[config.mk]
export PLATFORM = sky130hd
export DESIGN_NAME = limn2600_timer
export DESIGN_NICKNAME = d
export VERILOG_FILES = /design/src/rtl/limn2600_pkg.sv /design/src/rtl/limn2600_tick_counter.sv /design/src/rtl/limn2600_timer.sv
export SDC_FILE = /design/constraint.sdc
export NUM_CORES = 1
export LEC_CHECK = 0
export CORE_MARGIN = 2
export CORE_UTILIZATION = 55
export CTS_CLUSTER_DIAMETER = 120
export CTS_CLUSTER_SIZE = 10
export DETAILED_ROUTE_END_ITERATION = 10
export PLACE_DENSITY = 0.82
export SLEW_MARGIN = 20
export SYNTH_ARGS = -nofsm -noshare
export SYNTH_HDL_FRONTEND = slang
export SYNTH_SLANG_ARGS = --single-unit
[constraint.sdc]
create_clock -name clk -period 3.5 [get_ports clk]
set_clock_uncertainty 0.2 [all_clocks]
set_input_delay 0.7 -clock clk [delete_from_list [all_inputs] [get_ports clk]]
set_output_delay 0.7 -clock clk [all_outputs]
set_load 0.02 [all_outputs]
[src/rtl/limn2600_pkg.sv]
// Shared definitions for the Limn2600 interval timer: register map, CTRL bit
// positions, bus FSM encoding and reset values.
package limn2600_pkg;

  localparam logic [1:0] REG_CTRL    = 2'd0;
  localparam logic [1:0] REG_COUNT   = 2'd1;
  localparam logic [1:0] REG_COMPARE = 2'd2;
  localparam logic [1:0] REG_STATUS  = 2'd3;

  localparam int CTRL_EN_BIT   = 0;
  localparam int CTRL_IE_BIT   = 1;
  localparam int CTRL_AUTO_BIT = 2;

  localparam logic [31:0] COMPARE_RST = 32'hFFFF_FFFF;

  typedef enum logic [1:0] {
    ST_IDLE = 2'd0,
    ST_ACK  = 2'd1,
    ST_WAIT = 2'd2
  } bus_state_e;

  // CTRL read value: only EN/IE/AUTO are implemented, upper bits read 0.
  function automatic logic [31:0] ctrl_word(input logic [2:0] ctrl);
    ctrl_word = {29'd0, ctrl};
  endfunction

endpackage

[src/rtl/limn2600_tick_counter.sv]
// Prescaler and 32-bit COUNT register; flags a match when a tick-updated COUNT
// equals COMPARE and arms the auto-reload for the following tick.
module limn2600_tick_counter
  import limn2600_pkg::*;
#(
  parameter int PRESCALE = 16
) (
  input  logic        clk,
  input  logic        rst_n,
  input  logic        en,
  input  logic        auto_reload,
  input  logic        presc_clr,
  input  logic        count_wr,
  input  logic [31:0] count_wdata,
  input  logic [31:0] compare,
  output logic [31:0] count,
  output logic        match
);

  localparam logic [15:0] PRESC_MAX = 16'(PRESCALE - 1);

  logic [15:0] presc_q, presc_d;
  logic [31:0] count_q, count_d;
  logic        reload_q, reload_d;
  logic        tick_s;
  logic        match_s;

  // Next-state for prescaler, COUNT and pending auto-reload; CPU writes beat ticks.
  always_comb begin
    tick_s   = en && (presc_q == PRESC_MAX);
    presc_d  = presc_q;
    count_d  = count_q;
    reload_d = reload_q;
    match_s  = 1'b0;
    if (!en || presc_clr || tick_s) begin
      presc_d = 16'd0;
    end else begin
      presc_d = presc_q + 16'd1;
    end
    if (count_wr) begin
      count_d  = count_wdata;
      reload_d = 1'b0;
    end else if (tick_s) begin
      if (reload_q) begin
        count_d = 32'd0;
      end else begin
        count_d = count_q + 32'd1;
      end
      match_s  = (count_d == compare);
      reload_d = match_s && auto_reload;
    end else begin
      count_d  = count_q;
      reload_d = reload_q;
    end
  end

  // State registers.
  always_ff @(posedge clk or negedge rst_n) begin
    if (!rst_n) begin
      presc_q  <= 16'd0;
      count_q  <= 32'd0;
      reload_q <= 1'b0;
    end else begin
      presc_q  <= presc_d;
      count_q  <= count_d;
      reload_q <= reload_d;
    end
  end

  assign count = count_q;
  assign match = match_s;

endmodule

[src/rtl/limn2600_timer.sv]
// Limn2600 memory-mapped interval timer: bus FSM with one-cycle acknowledge,
// CTRL/COMPARE/STATUS registers and level interrupt.
module limn2600_timer
  import limn2600_pkg::*;
#(
  parameter logic [31:0] BASE     = 32'hF800_0000,
  parameter int          PRESCALE = 16
) (
  input  logic        clk,
  input  logic        rst,
  input  logic        cs,
  input  logic        we,
  input  logic [31:0] addr,
  input  logic [31:0] data_in,
  output logic [31:0] data_out,
  output logic        rdy,
  output logic        hit,
  output logic        irq
);

  logic [1:0]  rst_sync_q;
  logic        rst_n_s;
  bus_state_e  state_q, state_d;
  logic        we_q, we_d;
  logic [1:0]  sel_q, sel_d;
  logic [2:0]  ctrl_q, ctrl_d;
  logic [31:0] compare_q, compare_d;
  logic        pend_q, pend_d;
  logic        hit_s, wr_s;
  logic        ctrl_wr_s, count_wr_s, compare_wr_s, status_wr_s;
  logic        en_rise_s, match_s;
  logic [31:0] count_s, rd_data_s;
  logic        unused_addr_s;

  assign unused_addr_s = ^addr[1:0];

  // Reset asserts immediately and releases two clock edges after rst rises.
  always_ff @(posedge clk or negedge rst) begin
    if (!rst) begin
      rst_sync_q <= 2'b00;
    end else begin
      rst_sync_q <= {rst_sync_q[0], 1'b1};
    end
  end
  assign rst_n_s = rst_sync_q[1];

  assign hit_s = cs && (addr[31:4] == BASE[31:4]);
  assign hit   = hit_s;

  // Bus FSM: one acknowledge per cs assertion; writes commit on the IDLE->ACK edge.
  always_comb begin
    state_d = state_q;
    we_d    = we_q;
    sel_d   = sel_q;
    wr_s    = 1'b0;
    case (state_q)
      ST_IDLE: begin
        if (hit_s) begin
          state_d = ST_ACK;
          we_d    = we;
          sel_d   = addr[3:2];
          wr_s    = we;
        end else begin
          state_d = ST_IDLE;
        end
      end
      ST_ACK:  state_d = ST_WAIT;
      ST_WAIT: begin
        if (!cs) begin
          state_d = ST_IDLE;
        end else begin
          state_d = ST_WAIT;
        end
      end
      default: state_d = ST_IDLE;
    endcase
  end

  assign ctrl_wr_s    = wr_s && (addr[3:2] == REG_CTRL);
  assign count_wr_s   = wr_s && (addr[3:2] == REG_COUNT);
  assign compare_wr_s = wr_s && (addr[3:2] == REG_COMPARE);
  assign status_wr_s  = wr_s && (addr[3:2] == REG_STATUS);
  assign en_rise_s    = ctrl_wr_s && data_in[CTRL_EN_BIT] && !ctrl_q[CTRL_EN_BIT];

  // Register file; a match sets PEND even against a same-edge clear.
  always_comb begin
    ctrl_d    = ctrl_q;
    compare_d = compare_q;
    pend_d    = pend_q;
    if (ctrl_wr_s) begin
      ctrl_d = data_in[2:0];
    end else begin
      ctrl_d = ctrl_q;
    end
    if (match_s && !ctrl_q[CTRL_AUTO_BIT]) begin
      ctrl_d[CTRL_EN_BIT] = 1'b0;
    end else begin
      ctrl_d[CTRL_EN_BIT] = ctrl_d[CTRL_EN_BIT];
    end
    if (compare_wr_s) begin
      compare_d = data_in;
    end else begin
      compare_d = compare_q;
    end
    if (match_s) begin
      pend_d = 1'b1;
    end else if (status_wr_s && data_in[0]) begin
      pend_d = 1'b0;
    end else begin
      pend_d = pend_q;
    end
  end

  // State registers.
  always_ff @(posedge clk or negedge rst_n_s) begin
    if (!rst_n_s) begin
      state_q   <= ST_IDLE;
      we_q      <= 1'b0;
      sel_q     <= 2'd0;
      ctrl_q    <= 3'd0;
      compare_q <= COMPARE_RST;
      pend_q    <= 1'b0;
    end else begin
      state_q   <= state_d;
      we_q      <= we_d;
      sel_q     <= sel_d;
      ctrl_q    <= ctrl_d;
      compare_q <= compare_d;
      pend_q    <= pend_d;
    end
  end

  limn2600_tick_counter #(
    .PRESCALE(PRESCALE)
  ) u_tick (
    .clk         (clk),
    .rst_n       (rst_n_s),
    .en          (ctrl_q[CTRL_EN_BIT]),
    .auto_reload (ctrl_q[CTRL_AUTO_BIT]),
    .presc_clr   (en_rise_s || count_wr_s),
    .count_wr    (count_wr_s),
    .count_wdata (data_in),
    .compare     (compare_q),
    .count       (count_s),
    .match       (match_s)
  );

  // Read mux over the register captured at the start of the access.
  always_comb begin
    rd_data_s = 32'd0;
    case (sel_q)
      REG_CTRL:    rd_data_s = ctrl_word(ctrl_q);
      REG_COUNT:   rd_data_s = count_s;
      REG_COMPARE: rd_data_s = compare_q;
      REG_STATUS:  rd_data_s = {31'd0, pend_q};
      default:     rd_data_s = 32'd0;
    endcase
  end

  assign rdy      = (state_q == ST_ACK);
  assign data_out = (rdy && !we_q) ? rd_data_s : 32'd0;
  assign irq      = pend_q && ctrl_q[CTRL_IE_BIT];

endmodule
==> flow_metrics.py <==
metrics = {
    "detailed_routing": {
        "first_iter_violations": 592,
        "wl_per_cell_um": 18.7,
        "wl_met1_mm": 8.10,
        "wl_mm": 19.5,
        "highest_layer": "met4",
        "via_per_inst": 6.29,
        "dr_wl_met3_mm": 1.45,
        "first_pass_iters": 5,
        "dr_wl_met2_mm": 9.47,
        "drc": 0,
        "ant_nets": 0,
        "vias": 6556,
    },
    "setup_path": {
        "crit_type": "flip-flop to flip-flop",
        "cp-start-kind": "flip-flop",
        "path_max_fanout": 4,
        "required_ps": 3600,
        "arrival_ps": 3600,
        "end_kind": "flip-flop",
    },
    "logic_synthesis": {
        "synthCells": 762,
        "synth_seq_area_share_pct": 37.2,
        "yosys_most_used_dff": "dfrtp_1",
        "ys_ff_latch": 92,
        "syn_area_um2": 6290,
        "synth_area_leader_cell": "dfrtp_1",
        "async_reset_ff_share_pct": 100,
        "ys.warnings.count": 0,
        "avgSynthCellArea_um2": 8.26,
        "synth_cell_types": 62,
        "synth.area.top_cells": "dfrtp_1 24%, dfstp_2 13%, a21oi_1 7.6%, nor2_1 7.4%, mux2_2 6.3%",
        "synth_edf_count": 0,
        "synth_fp_nets": 832,
        "synth_top_area_share_pct": 23.9,
    },
    "timing": {
        "post-route-period-util_pct": 99.9,
        "worstMarginPinSlew_ps": 680,
        "relSlewSlack_pct": 54.7,
        "maxSlewViolCount": 0,
        "rsz0062_at_grt": "yes",
        "setup_viol": 0,
        "post-route-min-period_ps": 3500,
        "fmax_mhz": 286,
        "hold_viol": 0,
    },
    "power": {
        "p_total_mw": 2.16,
        "power_frac_clock_pct": 45.5,
        "ir_drop_v": 0.000319,
        "swShare_pct": 24.4,
        "power.density_nw_per_um2": 261,
        "p_int_mw": 1.64,
        "combPwrFrac_pct": 4.7,
        "p_sw_mw": 0.527,
        "seqPwrFrac_pct": 49.8,
        "p_leak_nw": 3.44,
    },
    "clock_network": {
        "clock_sinks": 92,
        "cts_tree": "done",
        "clock_tree.root_cell": "clkbuf_16",
        "clkTransAtPathRegs_ps": 70,
        "clock_latency_ps": 360,
        "h-tree-depth": 3,
        "hold_buffers": 0,
        "clockBufferDepth": 2,
        "cts-buffers-inserted": 9,
    },
    "outcome": {
        "outcome": "complete, no violations",
    },
    "placement": {
        "port_buffers": 100,
        "gp_congestion": 0.927,
        "dp_hpwl_mm": 13.9,
    },
    "floorplanning": {
        "num_rows": 39,
        "dieArea_um2": 12300,
        "initial_utilization_pct": 55.8,
        "core-area_um2": 11300,
        "io_pins": 103,
        "die_y_um": 111,
        "fp.dieW_um": 111,
    },
    "global_route": {
        "gr-usage-all-layers_pct": 32.5,
        "grt_pass1_vias": 6596,
        "antenna_found_initial": 0,
        "grt_pass1_wl_mm": 32.3,
        "overflow": 0,
        "grt_max_degree": 65,
    },
    "layout": {
        "fin_nets": 965,
        "final_common_cell": "nor2_1",
        "layout_common_cells": "123 x nor2_1, 99 x clkdlybuf4s50_1, 96 x a21oi_1",
        "fillers": 867,
        "syn2layout_area_growth_pct": 31.4,
        "postLayoutCoreUtil_pct": 73.4,
        "drive_above_1_share_pct": 22.3,
        "multi_input_area_um2": 3750,
        "regArea_um2": 2350,
        "antenna_cells": 0,
    },
    "flow_run": {
        "drv_cap": 0,
    },
    "hold_path": {
        "hold_path_class": "flip-flop to flip-flop",
    },
}
==> cells in the mapped netlist (3+ instances only) <==
master / number
or4b_2: 4
o31ai_1: 4
nor2_1: 124
nor3_1: 29
nand3b_1: 4
or3_1: 10
nand2_1: 36
xor2_1: 16
nand4_1: 11
nor4b_1: 3
o2111ai_1: 3
dfrtp_1: 60
mux2_2: 35
o32ai_1: 3
nor4_1: 12
buf_2: 9
or4_1: 12
inv_1: 14
nand3_1: 26
nand2b_1: 4
clkbuf_1: 49
mux2i_1: 9
or2_2: 4
dfstp_2: 32
a31oi_1: 4
a21oi_1: 96
o21ai_0: 20
buf_1: 4
xnor2_1: 32
and3_1: 13
nor2b_1: 9
a22oi_1: 36
==> routing by layer <==
| metal | global-route usage, % | vias to the layer above |
|---|---|---|
| met5 | 0 | - |
| met4 | 13.8 | 0 |
| met3 | 4.70 | 46 |
| met2 | 52.8 | 310 |
| met1 | 43.7 | 3189 |
| li1 | - | 3011 |
==> flip-flops by register name, indices dropped and copies added, names as in the netlist <==
signal,cells
we_q,1
pend_q,1
u_tick.count,32
rst_sync_q,2
u_tick.presc_q,16
ctrl_q,3
sel_q,2
compare_q,32
u_tick.reload_q,1
state_q,2
==> logic make-up after synthesis <==
kind of cell | after synthesis | share of synthesized area, %
compound gates | 183 | 17.6
xor+xnor | 48 | 6.68
fa+ha+maj | 2 | 0.397
buf+inv | 77 | 4.79
simple gates | 314 | 25.3
other cells | 1 | 0.0596
mux | 45 | 8.05
flops | 92 | 37.2
==> layout make-up <==
type                            instances  share of cell area [%]
Tap cell                              143                    2.16
Inverter                               14                   0.635
Clock inverter                          7                   0.786
Sequential cell                        92                    28.4
Clock buffer                            9                    2.72
Timing Repair Buffer                  185                    20.0
Multi-Input combinational cell        593                    45.3
==> power groups by stage <==
stage	logic (mW)	clock network, mW	registers [mW]
floorplan	0.00392	0	1.10
detailed placement	0.100	0	1.10
CTS	0.101	0.999	1.08
global placement	0.0959	0	1.10
global route	0.108	1.04	1.08
finish	0.101	0.985	1.08
==> worst max-delay path, stage by stage (launching register included) <==
cell	delay [ps]
dfrtp_2	370
ha_2	170
nand4_1	120
or4_4	550
or4_1	510
a21oi_1	180
xnor2_1	130
nand2_1	70
or4_4	560
nor4b_4	260
buf_4	170
a22o_1	120
==> path summary, 6_finish.rpt <==
| path | from | to | slack, ps | cells past startpoint |
|---|---|---|---|---|
| setup reg to reg | u_tick.count[0]$_DFFE_PN0P_ | u_tick.reload_q$_DFFE_PN0P_ | 3 | 11 |
| min in group asynchronous | rst_sync_q[1]$_DFF_PN0_ | u_tick.count[3]$_DFFE_PN0P_ | 180 | 0 |
| hold reg to reg | rst_sync_q[0]$_DFF_PN0_ | rst_sync_q[1]$_DFF_PN0_ | 160 | 0 |
| max in group asynchronous | rst_sync_q[1]$_DFF_PN0_ | compare_q[18]$_DFFE_PN1P_ | 2080 | 1 |
| setup / recovery | u_tick.count[0]$_DFFE_PN0P_ | u_tick.reload_q$_DFFE_PN0P_ | 3 | 11 |
| hold / removal | rst_sync_q[0]$_DFF_PN0_ | rst_sync_q[1]$_DFF_PN0_ | 160 | 0 |
==> metrics by stage <==
stage | instance area [um^2] | TNS [ps] | setup slack, ps | hold slack, ps | instances
4_1_cts | 8220 | -43.8 | -26.9 | 165 | 1041
3_5_place_dp | 7850 | -507 | -161 | 136 | 1021
3_3_place_gp | 7850 | -245 | -92.7 | 140 | 1021
2_1_floorplan | 6300 | 0 | 1.84 | 131 | 762
5_1_grt | 8270 | -297 | -104 | 169 | 1043
6_report | 8270 | 0 | 2.88 | 159 | 1043
==> repair_timing <==
| action | 4_1_cts | 5_1_grt |
|---|---|---|
| buffers inserted | 4 | 2 |
| cloned | 0 | 0 |
| pin swaps | 2 | 6 |
| gates resized for setup | 8 | 8 |
| endpoints found under the setup margin | 4 | 4 |
Note: power is estimated with default switching activity, not from simulation.
